File: config.mk
export PLATFORM = sky130hd
export DESIGN_NAME = ifc_bundle_arb_slice_flat
export DESIGN_NICKNAME = d
export VERILOG_FILES = /design/src/rtl/ifc_bundle_arb_slice_pkg.sv /design/src/rtl/ifc_bundle_arb_slice_if.sv /design/src/rtl/ifc_bundle_arb_slice_arbiter.sv /design/src/rtl/ifc_bundle_arb_slice.sv /design/src/flat_wrapper.sv
export SDC_FILE = /design/constraint.sdc
export NUM_CORES = 1
export LEC_CHECK = 0
export ABC_AREA = 1
export BUFFER_PORTS_ARGS = -buffer_cell sky130_fd_sc_hd__buf_2
export CORE_MARGIN = 8
export CORE_UTILIZATION = 35
export DETAILED_ROUTE_END_ITERATION = 7
export GPL_ROUTABILITY_DRIVEN = 0
export HOLD_SLACK_MARGIN = 0.15
export PLACE_DENSITY = 0.6
export SLEW_MARGIN = 30
export SYNTH_ARGS = -nofsm -noshare
export SYNTH_HDL_FRONTEND = slang
export SYNTH_SLANG_ARGS = --single-unit
File: constraint.sdc
create_clock -name clk -period 5.8 [get_ports clk]
set_clock_uncertainty 0.15 [all_clocks]
set_input_delay 0.58 -clock clk [delete_from_list [all_inputs] [get_ports clk]]
set_output_delay 0.58 -clock clk [all_outputs]
set_load 0.05 [all_outputs]
File: src/rtl/ifc_bundle_arb_slice_pkg.sv
// Shared helpers for the multi-channel x/y/z bundle arbiter slice.
// Holds the channel-index width helper and the even-parity function used by the block and the bench.
package ifc_bundle_pkg;

  // Parity operands are zero-extended to this width, which leaves their parity unchanged.
  localparam int PAR_MAX_BITS = 192;

  function automatic int ch_idx_w(input int nch);
    return (nch > 1) ? $clog2(nch) : 1;
  endfunction

  function automatic logic even_parity(input logic [PAR_MAX_BITS-1:0] bits);
    return ^bits;
  endfunction

endpackage

File: src/rtl/ifc_bundle_arb_slice_if.sv
// Interface bundling NCH producer channels and the single consumer port of ifc_bundle_arb_slice.
// Parity ports exist only when IFC_BUNDLE_PARITY_EN is defined.
interface ifc_bundle_arb_slice_if #(
  parameter int NCH   = 4,
  parameter int W     = 1,
  parameter int DEPTH = 2
);
  import ifc_bundle_pkg::*;

  localparam int CHW = ch_idx_w(NCH);
  localparam int LVW = $clog2(DEPTH) + 1;

  // Handshake: a transfer happens on a rising edge where valid and ready are both 1;
  // the producer holds valid and data stable until then, and ready may depend on valid.
  logic [NCH-1:0]   in_valid;
  logic [NCH-1:0]   in_ready;
  logic [NCH*W-1:0] in_x;
  logic [NCH*W-1:0] in_y;
  logic [NCH*W-1:0] in_z;
  logic             out_valid;
  logic             out_ready;
  logic [W-1:0]     out_x;
  logic [W-1:0]     out_y;
  logic [W-1:0]     out_z;
  logic [CHW-1:0]   out_ch;
  logic [LVW-1:0]   level;
`ifdef IFC_BUNDLE_PARITY_EN
  logic [NCH-1:0]   in_par;
  logic             out_par;
  logic             par_err;

  modport slave (
    input  in_valid, in_x, in_y, in_z, in_par, out_ready,
    output in_ready, out_valid, out_x, out_y, out_z, out_ch, level, out_par, par_err
  );
  modport master (
    output in_valid, in_x, in_y, in_z, in_par, out_ready,
    input  in_ready, out_valid, out_x, out_y, out_z, out_ch, level, out_par, par_err
  );
`else
  modport slave (
    input  in_valid, in_x, in_y, in_z, out_ready,
    output in_ready, out_valid, out_x, out_y, out_z, out_ch, level
  );
  modport master (
    output in_valid, in_x, in_y, in_z, out_ready,
    input  in_ready, out_valid, out_x, out_y, out_z, out_ch, level
  );
`endif

endinterface

File: src/rtl/ifc_bundle_arb_slice_arbiter.sv
// Round-robin grant over NCH requesters; the pointer moves past the winner only when it is accepted.
module ifc_rr_arbiter
  import ifc_bundle_pkg::*;
#(
  parameter int NCH = 4,
  localparam int CHW = ch_idx_w(NCH)
) (
  input  logic           clk,
  input  logic           rst,
  input  logic [NCH-1:0] i_req,
  input  logic           i_advance,
  output logic [CHW-1:0] o_grant
);

  logic [CHW-1:0] r_ptr;
  logic [CHW-1:0] w_grant;
  logic [CHW-1:0] w_idx;

  function automatic logic [CHW-1:0] wrap_add(input logic [CHW-1:0] base, input int off);
    int s;
    s = int'(base) + off;
    if (s >= NCH) s = s - NCH;
    return CHW'(s);
  endfunction

  // Scan from the farthest offset down so the nearest requester at or after ptr wins.
  always_comb begin
    w_grant = r_ptr;
    w_idx   = '0;
    for (int i = NCH - 1; i >= 0; i--) begin
      w_idx = wrap_add(r_ptr, i);
      if (i_req[w_idx]) w_grant = w_idx;
    end
  end

  always_ff @(posedge clk) begin
    if (rst) begin
      r_ptr <= '0;
    end else if (i_advance) begin
      r_ptr <= wrap_add(w_grant, 1);
    end
  end

  assign o_grant = w_grant;

endmodule

File: src/rtl/ifc_bundle_arb_slice.sv
// NCH-channel x/y/z bundle arbiter with a DEPTH-entry output FIFO and channel tag.
// Optional per-entry parity and sticky error flag under IFC_BUNDLE_PARITY_EN.
module ifc_bundle_arb_slice
  import ifc_bundle_pkg::*;
#(
  parameter int NCH   = 4,
  parameter int W     = 1,
  parameter int DEPTH = 2
) (
  input  logic                  clk,
  input  logic                  rst,
  ifc_bundle_arb_slice_if.slave bus
);

  localparam int CHW = ch_idx_w(NCH);
  localparam int AW  = $clog2(DEPTH);
  localparam int LVW = AW + 1;

  typedef struct packed {
    logic [W-1:0] x;
    logic [W-1:0] y;
    logic [W-1:0] z;
  } bundle_t;

  bundle_t        r_mem    [DEPTH];
  logic [CHW-1:0] r_mem_ch [DEPTH];
  logic [AW-1:0]  r_wr_ptr;
  logic [AW-1:0]  r_rd_ptr;
  logic [LVW-1:0] r_level;
  bundle_t        r_last;
  logic [CHW-1:0] r_last_ch;

  logic [CHW-1:0] w_grant;
  bundle_t        w_in;
  bundle_t        w_head;
  logic           w_out_valid;
  logic           w_pop;
  logic           w_space;
  logic           w_push;

  ifc_rr_arbiter #(.NCH(NCH)) u_arb (
    .clk       (clk),
    .rst       (rst),
    .i_req     (bus.in_valid),
    .i_advance (w_push),
    .o_grant   (w_grant)
  );

  always_comb begin
    w_in.x = bus.in_x[w_grant*W +: W];
    w_in.y = bus.in_y[w_grant*W +: W];
    w_in.z = bus.in_z[w_grant*W +: W];
  end

  assign w_out_valid = (r_level != '0);
  assign w_pop       = w_out_valid && bus.out_ready;
  assign w_space     = (r_level < LVW'(DEPTH)) || w_pop;
  assign w_push      = !rst && w_space && bus.in_valid[w_grant];

  always_comb begin
    bus.in_ready = '0;
    if (!rst && w_space) bus.in_ready[w_grant] = 1'b1;
  end

  always_ff @(posedge clk) begin
    if (rst) begin
      r_wr_ptr  <= '0;
      r_rd_ptr  <= '0;
      r_level   <= '0;
      r_last    <= '0;
      r_last_ch <= '0;
    end else begin
      if (w_push) begin
        r_mem[r_wr_ptr]    <= w_in;
        r_mem_ch[r_wr_ptr] <= w_grant;
        r_wr_ptr           <= r_wr_ptr + 1'b1;
      end
      // The popped entry is kept so outputs hold their last value while empty.
      if (w_pop) begin
        r_last    <= r_mem[r_rd_ptr];
        r_last_ch <= r_mem_ch[r_rd_ptr];
        r_rd_ptr  <= r_rd_ptr + 1'b1;
      end
      case ({w_push, w_pop})
        2'b10:   r_level <= r_level + 1'b1;
        2'b01:   r_level <= r_level - 1'b1;
        default: r_level <= r_level;
      endcase
    end
  end

  assign w_head        = w_out_valid ? r_mem[r_rd_ptr] : r_last;
  assign bus.out_valid = w_out_valid;
  assign bus.out_x     = w_head.x;
  assign bus.out_y     = w_head.y;
  assign bus.out_z     = w_head.z;
  assign bus.out_ch    = w_out_valid ? r_mem_ch[r_rd_ptr] : r_last_ch;
  assign bus.level     = r_level;

`ifdef IFC_BUNDLE_PARITY_EN
  logic r_mem_par [DEPTH];
  logic r_last_par;
  logic r_par_err;
  logic w_in_par;

  assign w_in_par = even_parity(PAR_MAX_BITS'(w_in));

  always_ff @(posedge clk) begin
    if (rst) begin
      r_last_par <= 1'b0;
      r_par_err  <= 1'b0;
    end else begin
      if (w_push) begin
        r_mem_par[r_wr_ptr] <= w_in_par;
        if (bus.in_par[w_grant] != w_in_par) r_par_err <= 1'b1;
      end
      if (w_pop) r_last_par <= r_mem_par[r_rd_ptr];
    end
  end

  assign bus.out_par = w_out_valid ? r_mem_par[r_rd_ptr] : r_last_par;
  assign bus.par_err = r_par_err;
`endif

endmodule

File: src/flat_wrapper.sv
// flat-port wrapper written by rule: the top's interface ports become plain ports
module ifc_bundle_arb_slice_flat import ifc_bundle_pkg::*;
#(
  parameter int NCH   = 4,
  parameter int W     = 1,
  parameter int DEPTH = 2
)
  (clk, rst, bus_in_valid, bus_in_x, bus_in_y, bus_in_z, bus_out_ready, bus_in_ready, bus_out_valid, bus_out_x, bus_out_y, bus_out_z, bus_out_ch, bus_level);
  ifc_bundle_arb_slice_if #(.NCH(NCH), .W(W), .DEPTH(DEPTH)) bus_i ();
  input  logic clk;
  input  logic rst;
  input wire logic [$bits(bus_i.in_valid)-1:0] bus_in_valid;
  input wire logic [$bits(bus_i.in_x)-1:0] bus_in_x;
  input wire logic [$bits(bus_i.in_y)-1:0] bus_in_y;
  input wire logic [$bits(bus_i.in_z)-1:0] bus_in_z;
  input wire logic [$bits(bus_i.out_ready)-1:0] bus_out_ready;
  output wire logic [$bits(bus_i.in_ready)-1:0] bus_in_ready;
  output wire logic [$bits(bus_i.out_valid)-1:0] bus_out_valid;
  output wire logic [$bits(bus_i.out_x)-1:0] bus_out_x;
  output wire logic [$bits(bus_i.out_y)-1:0] bus_out_y;
  output wire logic [$bits(bus_i.out_z)-1:0] bus_out_z;
  output wire logic [$bits(bus_i.out_ch)-1:0] bus_out_ch;
  output wire logic [$bits(bus_i.level)-1:0] bus_level;
  assign bus_i.in_valid = bus_in_valid;
  assign bus_i.in_x = bus_in_x;
  assign bus_i.in_y = bus_in_y;
  assign bus_i.in_z = bus_in_z;
  assign bus_i.out_ready = bus_out_ready;
  assign bus_in_ready = bus_i.in_ready;
  assign bus_out_valid = bus_i.out_valid;
  assign bus_out_x = bus_i.out_x;
  assign bus_out_y = bus_i.out_y;
  assign bus_out_z = bus_i.out_z;
  assign bus_out_ch = bus_i.out_ch;
  assign bus_level = bus_i.level;
  ifc_bundle_arb_slice #(.NCH(NCH), .W(W), .DEPTH(DEPTH)) u_core (.clk(clk), .rst(rst), .bus(bus_i));
endmodule
==> impl_results.md, run 1 <==
- Status: finished clean
- Number of slew-limit violations in the final report: 0
- Class of the tightest hold or removal check: reg -> reg
- HPWL Detailed: 2318 um
- Final Net Count: 237
- Via count of the routed design: 1213
- Number of antenna violations at the first check in global routing: 0
- Cells traversed along the worst timing path: nand2_1 > nand3_1 > nand2_1 > inv_1 > nand2_2 > nand2_4 > nand2_4 > nand2_4 > nand2_4 > inv_2 > ha_1 > inv_1 > nor2_1 > buf_2
- Minimum clock period after layout: 3.161 ns
- Floorplan die area: 6392 um2
- Resized Gates After CTS: 0
- Buffer depth of the longest clock path: 2
- Count of nets left with antenna violations after detail routing: 0
- Detailed Route Iter0 Violations: 47
- Cell Count, Final, Fillers Out: 262
- Sum of negative setup slack: 0 ns
- Launch point of the worst hold path: u_core.r_rd_ptr
- Initial core utilization: 36.04%
- Mean routed wirelength per cell: 11.18 um
- Most frequently used flop master after synthesis: dfxtp_1
- Grt total ovfl: 0
- Post-synth design cell area: 1431 um2
- Post-synthesis net count: 208
- Die Y-Extent: 79.95 um
- Number of core rows: 23
- Data required, critical path: 5.07 ns
- Count of hold-fix buffers inserted at cts: 0
- Register area: 540.5 um2
- CP Max Fanout: 16
- Max_slew headroom: 46.97%
- DRC: 0
- Timing startpoint of the critical path: u_core.u_arb.r_ptr[0]
- Clk pin slew, worst setup/hold paths: 0.08 ns
- Final WS setup: 2.639 ns
- Setup repair after global routing missed its margin: no
- Crit Path Class: reg -> out
- TritonCTS clock tree: yes
- DP Worst Slack: 2.850 ns
- Period Utilization, post-route: 54.49%
- Per-cell via count in the routed design: 4.630
- Number of setup buffers added after CTS: 0
- Cell with the most instances after synthesis: nand2_1
- Clock buffers created by TritonCTS: 3
- Pin count of the biggest net entering global routing: 17
- Count of filler cells inserted in the layout: 420
- Crit end category: primary output
- Total instance count after detailed placement: 258
- Share of Yosys cell area claimed by the top area cell type: 20.98%
- Wire length of the first global-routing pass: 4947 um
- N_diodes: 0
- Origin of the critical flop-to-flop path: u_core.u_arb.r_ptr[0]
- Most common cell on crit path: nand2_4
- Detailed Route WL: 2928 um
- # setup viols final: 0
- Post-Syn Instances: 184
- Multi-input gate area: 733.2 um2
- Share of synthesized flip-flops with an asynchronous set or reset: 0%
- Die X-Extent: 79.95 um
- Fraction of layout cells with a size suffix above 1: 26.89%
- Clock Sink Count: 22
- Latest clock arrival within the worst-skew pair: 0.26 ns
- Crit path max-delay cell type: dfxtp_1
- Most common library cells after synthesis: nand2_1, nor2_1, inv_1, dfxtp_1, o21ai_0
- Synthesized area per cell: 7.779 um2
- Clock tree root driver cell: clkbuf_8
- Number of global-route vias before repair: 1143
- Worst hold slack: 0.2981 ns
- Cell types with the largest area share after synthesis: edfxtp_1, dfxtp_1, nand2_1, nor2_1, inv_1
- Aggregate global-route resource usage: 9.405%
- Critical path data arrival time: 2.43 ns
- Growth of design area from synthesis to finish: 16.26%
- Slew of the pin with the lowest slew margin: 0.7925 ns
- Critical Path Source Type: flip-flop
- Longest individual stage delay on the worst path: 0.66 ns
- Quantity of I/O buffers inserted on ports: 30
- Library cells used by synthesis: 27
- Pre-antenna DRT Iters: 4
- Dominant cell type by area after synthesis: edfxtp_1
- MaxCap Viol Count: 0
- Number of synthesized flops with an enable pin: 10
- Placeable core area: 3971 um2
- CTS H-Tree Depth: 1
- Count of pins on the block boundary: 31
- Highest Clock Rate: 0.3164 GHz
- Final-report hold violation count: 0
- Seq cells post-synth: 22
- Synthesis Warnings: 0
- Register area share after synthesis: 37.76%
sequential cells by signal (all words and copies together), names as in the netlist, named ones only:
signal              count
u_core.bus.level        2
u_core.r_last           3
u_core.r_last_ch        2
u_core.r_mem            6
u_core.r_mem_ch         4
u_core.r_rd_ptr         1
u_core.r_wr_ptr         1
u_core.u_arb.r_ptr      2
routing by layer:
| metal | up-vias | track usage (%) | routed length (um) |
|---|---|---|---|
| met5 | - | 0 | 0 |
| met4 | 0 | 4.545 | 34 |
| met3 | 2 | 1.126 | 121 |
| met2 | 31 | 14.71 | 1274 |
| met1 | 528 | 12.42 | 1497 |
| li1 | 652 | - | - |
final timing paths:
| check | endpoint | slack, ns | depth (start not counted) |
|---|---|---|---|
| min reg2reg | flip-flop | 0.30 | 1 |
| min | flip-flop | 0.30 | 1 |
| max reg2reg | u_core.bus.level[1] | 3.01 | 15 |
| max | bus_in_ready[2] | 2.64 | 14 |
cells in the final DEF, fill, tap and decap left out, types with 5 or more instances in the layout:
cell type	n
a21oi_1	5
nand2_1	38
nand2_4	5
inv_1	20
a211oi_1	5
edfxtp_1	10
o21ai_0	12
nand3_1	11
nand3_2	5
buf_2	30
nand2_2	6
mux2i_1	5
ha_1	5
dfxtp_1	12
nor2_1	24
cell type report:
class / count / share of cell area [%]
Tap cell: 50 / 3.759
Clock inverter: 1 / 1.805
Clock buffer: 3 / 2.481
Inverter: 26 / 6.391
Multi-Input combinational cell: 130 / 44.06
Timing Repair Buffer: 30 / 9.023
Sequential cell: 22 / 32.48
worst max-delay path: cells and delay by family, from the launching register on:
family / cells / cell delay (ns)
adders and majority gates: 1 / 0.15
buffers and inverters: 4 / 0.49
and+or+nand+nor: 9 / 0.85
DFF: 1 / 0.66
stage by stage:
stage | instance area, um2 | util [%]
finish | 1664 | 41.90
global route | 1664 | 41.90
CTS | 1664 | 41.90
detailed placement | 1593 | 40.11
global placement | 1593 | 40.11
floorplan | 1431 | -
kinds of logic (layout without fill, tap and decap cells):
logic type | after synthesis | in the layout | synth area share [%]
AO/OA/AOI/OAI | 27 | 27 | 10.58
adder cells (fa/ha/maj) | 5 | 5 | 4.371
flip-flops | 22 | 22 | 37.76
XOR/XNOR | 1 | 1 | 0.6120
AND/OR/NAND/NOR | 92 | 92 | 32.17
buffers and inverters | 32 | 60 | 11.01
multiplexers | 5 | 5 | 3.497
Power of run 1 is not shown: default switching activity piles up to over one toggle a cycle in this logic, so the estimate is an artifact.
==> run 2, diff against run 1 <==
- PLACE_DENSITY: 0.6 -> 0.62
- clock period: 5.8 -> 2.78 ns (I/O delays scaled with it)
==> impl_results.md, run 2 (synthesis gave the netlist of run 1 again) <==
- Buffer depth of the longest clock path: 2 (unchanged)
- Leading registers by flop count: u_core.r_mem: 6 flops, u_core.r_mem_ch: 4 flops, u_core.r_last: 3 flops (unchanged)
- Count of pins on the block boundary: 31 (unchanged)
- Clock tree root driver cell: clkbuf_8 (unchanged)
- Clock buffers created by TritonCTS: 3 (unchanged)
- Number of core rows: 23 (unchanged)
- Most frequent cells in the layout: nand2_1, buf_2, nor2_1 (unchanged)
- Final-report hold violation count: 0 (unchanged)
- N_diodes: 0 (unchanged)
- Sum of negative setup slack: 0 ns (unchanged)
- Aggregate global-route resource usage: 9.226% (was 9.405%)
- DRC: 0 (unchanged)
- Critical Path Source Type: flip-flop (unchanged)
- Pre-antenna DRT Iters: 4 (unchanged)
- Final Net Count: 243 (was 237)
- Wire length of the first global-routing pass: 4926 um (was 4947 um)
- Quantity of I/O buffers inserted on ports: 30 (unchanged)
- Register area: 543.0 um2 (was 540.5 um2)
- Minimum clock period after layout: 2.573 ns
- Number of global-route vias before repair: 1146 (was 1143)
- Period Utilization, post-route: 92.55%
- Class of the tightest hold or removal check: reg -> reg (unchanged)
- Count of nets left with antenna violations after detail routing: 0 (unchanged)
- Die X-Extent: 79.95 um (unchanged)
- # setup viols final: 0 (unchanged)
- Detailed Route WL: 2896 um (was 2928 um)
- Critical path data arrival time: 2.14 ns (was 2.43 ns)
- Setup repair after global routing missed its margin: no (unchanged)
- Floorplan die area: 6392 um2 (unchanged)
- Growth of design area from synthesis to finish: 17.92% (was 16.26%)
- Die Y-Extent: 79.95 um (unchanged)
- Count of filler cells inserted in the layout: 425 (was 420)
- Initial core utilization: 36.04% (unchanged)
- Clk pin slew, worst setup/hold paths: 0.08 ns (about the same)
- CP Max Fanout: 16 (unchanged)
- TritonCTS clock tree: yes (unchanged)
- Most common library cell in the layout ignoring fill and taps: nand2_1 (unchanged)
- Via count of the routed design: 1234 (was 1213)
- Crit Path Class: reg -> out (unchanged)
- Pin count of the biggest net entering global routing: 17 (unchanged)
- Number of slew-limit violations in the final report: 0 (unchanged)
- CTS H-Tree Depth: 1 (unchanged)
- HPWL Detailed: 2360 um (was 2318 um)
- Multi-input gate area: 733.2 um2 (unchanged)
- Highest Clock Rate: 0.3887 GHz
- Grt total ovfl: 0 (unchanged)
- Data required, critical path: 2.35 ns (was 5.07 ns)
- Crit end category: primary output (unchanged)
- Per-cell via count in the routed design: 4.604 (was 4.630)
- MaxCap Viol Count: 0 (unchanged)
- Detailed Route Iter0 Violations: 50 (was 47)
- Flip-flop count of the largest register after layout: 6 (unchanged)
- Number of antenna violations at the first check in global routing: 0 (unchanged)
- Placeable core area: 3971 um2 (unchanged)
- Fraction of layout cells with a size suffix above 1: 28.90% (was 26.89%)
- Clock Sink Count: 22 (unchanged)
- Slew of the pin with the lowest slew margin: 0.2945 ns (was 0.7925 ns)
- Max_slew headroom: 80.34% (was 46.97%)
- Largest Register: u_core.r_mem (unchanged)
- Status: finished clean (unchanged)
- Latest clock arrival within the worst-skew pair: 0.26 ns (about the same)
- Mean routed wirelength per cell: 10.81 um (was 11.18 um)
-- run 2: worst paths after layout --
| kind | from | end | slack [ns] | cells after the start |
|---|---|---|---|---|
| worst min-delay path | u_core.r_rd_ptr | u_core.r_rd_ptr | 0.30 | 1 |
| worst max-delay path | u_core.u_arb.r_ptr[0] | bus_in_ready[0] | 0.21 | 14 |
| worst min register to register | u_core.r_rd_ptr | u_core.r_rd_ptr | 0.30 | 1 |
| worst max register to register | u_core.u_arb.r_ptr[0] | u_core.bus.level[1] | 0.31 | 17 |
-- run 2: layer usage --
layer / vias up / wire (um) / GRT usage (%)
li1: 665 / - / -
met1: 538 / 1447 / 11.72
met2: 27 / 1260 / 14.55
met3: 4 / 143 / 1.577
met4: 0 / 45 / 4.727
met5: - / 0 / 0
-- run 2: area by class of cell --
class | instances | share of cell area, %
clock buffer | 3 | 2.446
clock inverter | 1 | 0.2224
inverter | 26 | 6.301
multi-input combinational | 130 | 43.44
sequential | 22 | 32.17
tap | 50 | 3.706
timing repair buffer | 36 | 11.71
-- run 2: stage by stage --
stage          utilization [%]  instance area (um2)  hold slack (ns)  worst slack (ns)  std cells
2_1_floorplan                -                 1431           0.2755            0.2263        184
3_3_place_gp             41.05                 1630           0.2876            0.2322        263
3_5_place_dp             41.05                 1630           0.2956            0.1902        263
4_1_cts                  42.44                 1685           0.3038           0.03239        268
5_1_grt                  42.50                 1688           0.3223           0.01892        268
6_report                 42.50                 1688           0.3029            0.2072        268
-- run 2: repair_timing --
item	CTS	global route
endpoints found under the hold margin	1	0
setup endpoints to repair	0	5
buffers inserted	0	0
hold buffers	1	0
gates resized for setup	0	2
-- run 2: worst max-delay path, cell delays in order, from the launching register on --
cell	delay [ns]
dfxtp_2	0.46
nand2_1	0.12
nand3_1	0.12
nand2_1	0.06
inv_1	0.06
nand2_2	0.06
nand2_4	0.08
nand2_4	0.05
nand2_4	0.08
nand2_4	0.12
inv_2	0.14
ha_1	0.16
inv_1	0.04
nor2_1	0.08
buf_2	0.26
Power of run 2 is left out for the same reason.
==> run 3, diff against run 2 <==
- CORE_MARGIN: 8 -> 3
- REMOVE_ABC_BUFFERS: not set -> 1
==> impl_results.md, run 3 (synthesis gave the netlist of run 1 again) <==
- Final-report hold violation count: 0 (unchanged)
- Destination of the worst hold path: u_core.bus.level[0] (was u_core.r_rd_ptr)
- Most frequent cells in the layout: nand2_1, buf_2, nor2_1 (unchanged)
- Wire length of the first global-routing pass: 4947 um (was 4926 um)
- Most common library cell in the layout ignoring fill and taps: nand2_1 (unchanged)
- # setup viols final: 0 (unchanged)
- Count of nets left with antenna violations after detail routing: 0 (unchanged)
- HPWL Detailed: 2205 um (was 2360 um)
- Number of antenna violations at the first check in global routing: 0 (unchanged)
- DRC: 0 (unchanged)
- Max_slew headroom: 72.59% (was 80.34%)
- Status: finished clean (unchanged)
- Path depth of the worst reg2reg path: 17 (unchanged)
- Flip-flop count of the largest register after layout: 6 (unchanged)
- Initial core utilization: 37.68% (was 36.04%)
- Highest Clock Rate: 0.3923 GHz (was 0.3887 GHz)
- Launch point of the worst hold path: rst (was u_core.r_rd_ptr)
- Crit path max-delay cell type: dfxtp_4 (was dfxtp_2)
- CP Buf/Inv Count: 4 (unchanged)
- Cell depth of the worst min-delay path: 2 (was 1)
- Crit end category: primary output (unchanged)
- Resized Gates After CTS: 1 (was 0)
- Leading registers by flop count: u_core.r_mem: 6 flops, u_core.r_mem_ch: 4 flops, u_core.r_last: 3 flops (unchanged)
- Class of the tightest hold or removal check: in -> reg (was reg -> reg)
- N_diodes: 0 (unchanged)
- Final Net Count: 240 (was 243)
- Cells traversed along the worst timing path: inv_8 > nand2_1 > nand2_2 > nand2_1 > nand2_1 > nand2_2 > nand2_4 > nand2_4 > nand2_4 > nand2_4 > inv_2 > ha_1 > inv_1 > nor2_1 > buf_2 (was nand2_1 > nand3_1 > nand2_1 > inv_1 > nand2_2 > nand2_4 > nand2_4 > nand2_4 > nand2_4 > inv_2 > ha_1 > inv_1 > nor2_1 > buf_2)
- Die Y-Extent: 69.95 um (was 79.95 um)
- Number of core rows: 22 (was 23)
- Clock Sink Count: 22 (unchanged)
- Sum of negative setup slack: 0 ns (unchanged)
- Count of pins on the block boundary: 31 (unchanged)
- TritonCTS clock tree: yes (unchanged)
- Crit Path Class: reg -> out (unchanged)
- Grt total ovfl: 0 (unchanged)
- Fraction of layout cells with a size suffix above 1: 28.84% (was 28.90%)
- Via count of the routed design: 1219 (was 1234)
- Largest Register: u_core.r_mem (unchanged)
- Reg2reg end: u_core.bus.level[1] (unchanged)
- Total instance count after detailed placement: 259 (was 263)
- CTS H-Tree Depth: 1 (unchanged)
- Setup repair after global routing missed its margin: no (unchanged)
- Data required, critical path: 2.35 ns (about the same)
- Latest clock arrival within the worst-skew pair: 0.27 ns (was 0.26 ns)
- Growth of design area from synthesis to finish: 17.66% (was 17.92%)
- MaxCap Viol Count: 0 (unchanged)
- Critical Path Source Type: flip-flop (unchanged)
- Cell Count, Final, Fillers Out: 263 (was 268)
- Aggregate global-route resource usage: 12.12% (was 9.226%)
- Final standard cell utilization of the core: 44.33% (was 42.50%)
- Longest individual stage delay on the worst path: 0.40 ns (was 0.46 ns)
- Clock buffers created by TritonCTS: 3 (unchanged)
- Floorplan die area: 4893 um2 (was 6392 um2)
- Detailed Route WL: 2796 um (was 2896 um)
- Buffer depth of the longest clock path: 2 (unchanged)
- Count of hold-fix buffers inserted at cts: 0 (was 1)
- Number of setup buffers added after CTS: 0 (unchanged)
- R2r setup slk: 0.36 ns (was 0.31 ns)
- Category of cells accounting for the largest share of critical-path delay: simple AND/OR/NAND/NOR gates (unchanged)
- Period Utilization, post-route: 91.69% (was 92.55%)
- Slew of the pin with the lowest slew margin: 0.4096 ns (was 0.2945 ns)
- Clk pin slew, worst setup/hold paths: 0.09 ns (was 0.08 ns)
- Pin count of the biggest net entering global routing: 17 (unchanged)
- Number of global-route vias before repair: 1117 (was 1146)
- Mean routed wirelength per cell: 10.63 um (was 10.81 um)
- Pre-antenna DRT Iters: 4 (unchanged)
- Die X-Extent: 69.95 um (was 79.95 um)
- Quantity of I/O buffers inserted on ports: 30 (unchanged)
- Per-cell via count in the routed design: 4.635 (was 4.604)
- Clock tree root driver cell: clkbuf_8 (unchanged)
- Minimum clock period after layout: 2.549 ns (was 2.573 ns)
- Critical path data arrival time: 2.12 ns (was 2.14 ns)
- Origin of the critical flop-to-flop path: u_core.u_arb.r_ptr[0] (unchanged)
- Placeable core area: 3799 um2 (was 3971 um2)
- CP Max Fanout: 16 (unchanged)
- Number of slew-limit violations in the final report: 0 (unchanged)
- Detailed Route Iter0 Violations: 48 (was 50)
- Most common cell on crit path: nand2_4 (unchanged)
==> run 3: cell count changes in the layout (fill, tap and decap cells not counted), sizes merged <==
cell / change
dlygate4sd3: -1
clkbuf: +1
buf: -2
clkinv: -1
==> run 3: cell type report <==
class,count,area (um2)
multi-input combinational,130,733.2
sequential,22,545.5
inverter,26,106.4
timing repair buffer,33,172.7
tap,48,60.06
fill,410,2115
clock buffer,4,66.31
==> run 3: layer usage <==
metal	up-vias	wire [um]	GRT usage, %
met5	-	0	0
met4	0	25	4.468
met3	4	132	1.871
met2	33	1205	18.99
met1	519	1431	16.71
li1	663	-	-
==> run 3: worst max path at each step <==
stage	startpoint	to	slack [ns]	depth (start not counted)
2_1_floorplan	u_core.u_arb.r_ptr[0]	bus_in_ready[2]	0.14	13
3_3_place_gp	u_core.u_arb.r_ptr[0]	u_core.bus.level[1]	0.17	17
3_5_place_dp	u_core.u_arb.r_ptr[0]	u_core.bus.level[1]	0.12	17
4_1_cts	u_core.u_arb.r_ptr[0]	bus_in_ready[2]	0.16	14
5_1_grt	u_core.u_arb.r_ptr[0]	bus_in_ready[2]	0.006	14
6_report	u_core.u_arb.r_ptr[0]	bus_in_ready[2]	0.23	15
==> run 3: stage by stage <==
stage | setup WS (ns) | area [um2] | hold slack, ns
floorplan | 0.1387 | 1380 | 0.2004
global placement | 0.1700 | 1613 | 0.2893
detailed placement | 0.1204 | 1613 | 0.2933
CTS | 0.1646 | 1680 | 0.1523
global route | 0.006241 | 1684 | 0.1604
finish | 0.2310 | 1684 | 0.1495
Power of run 3 is left out for the same reason.
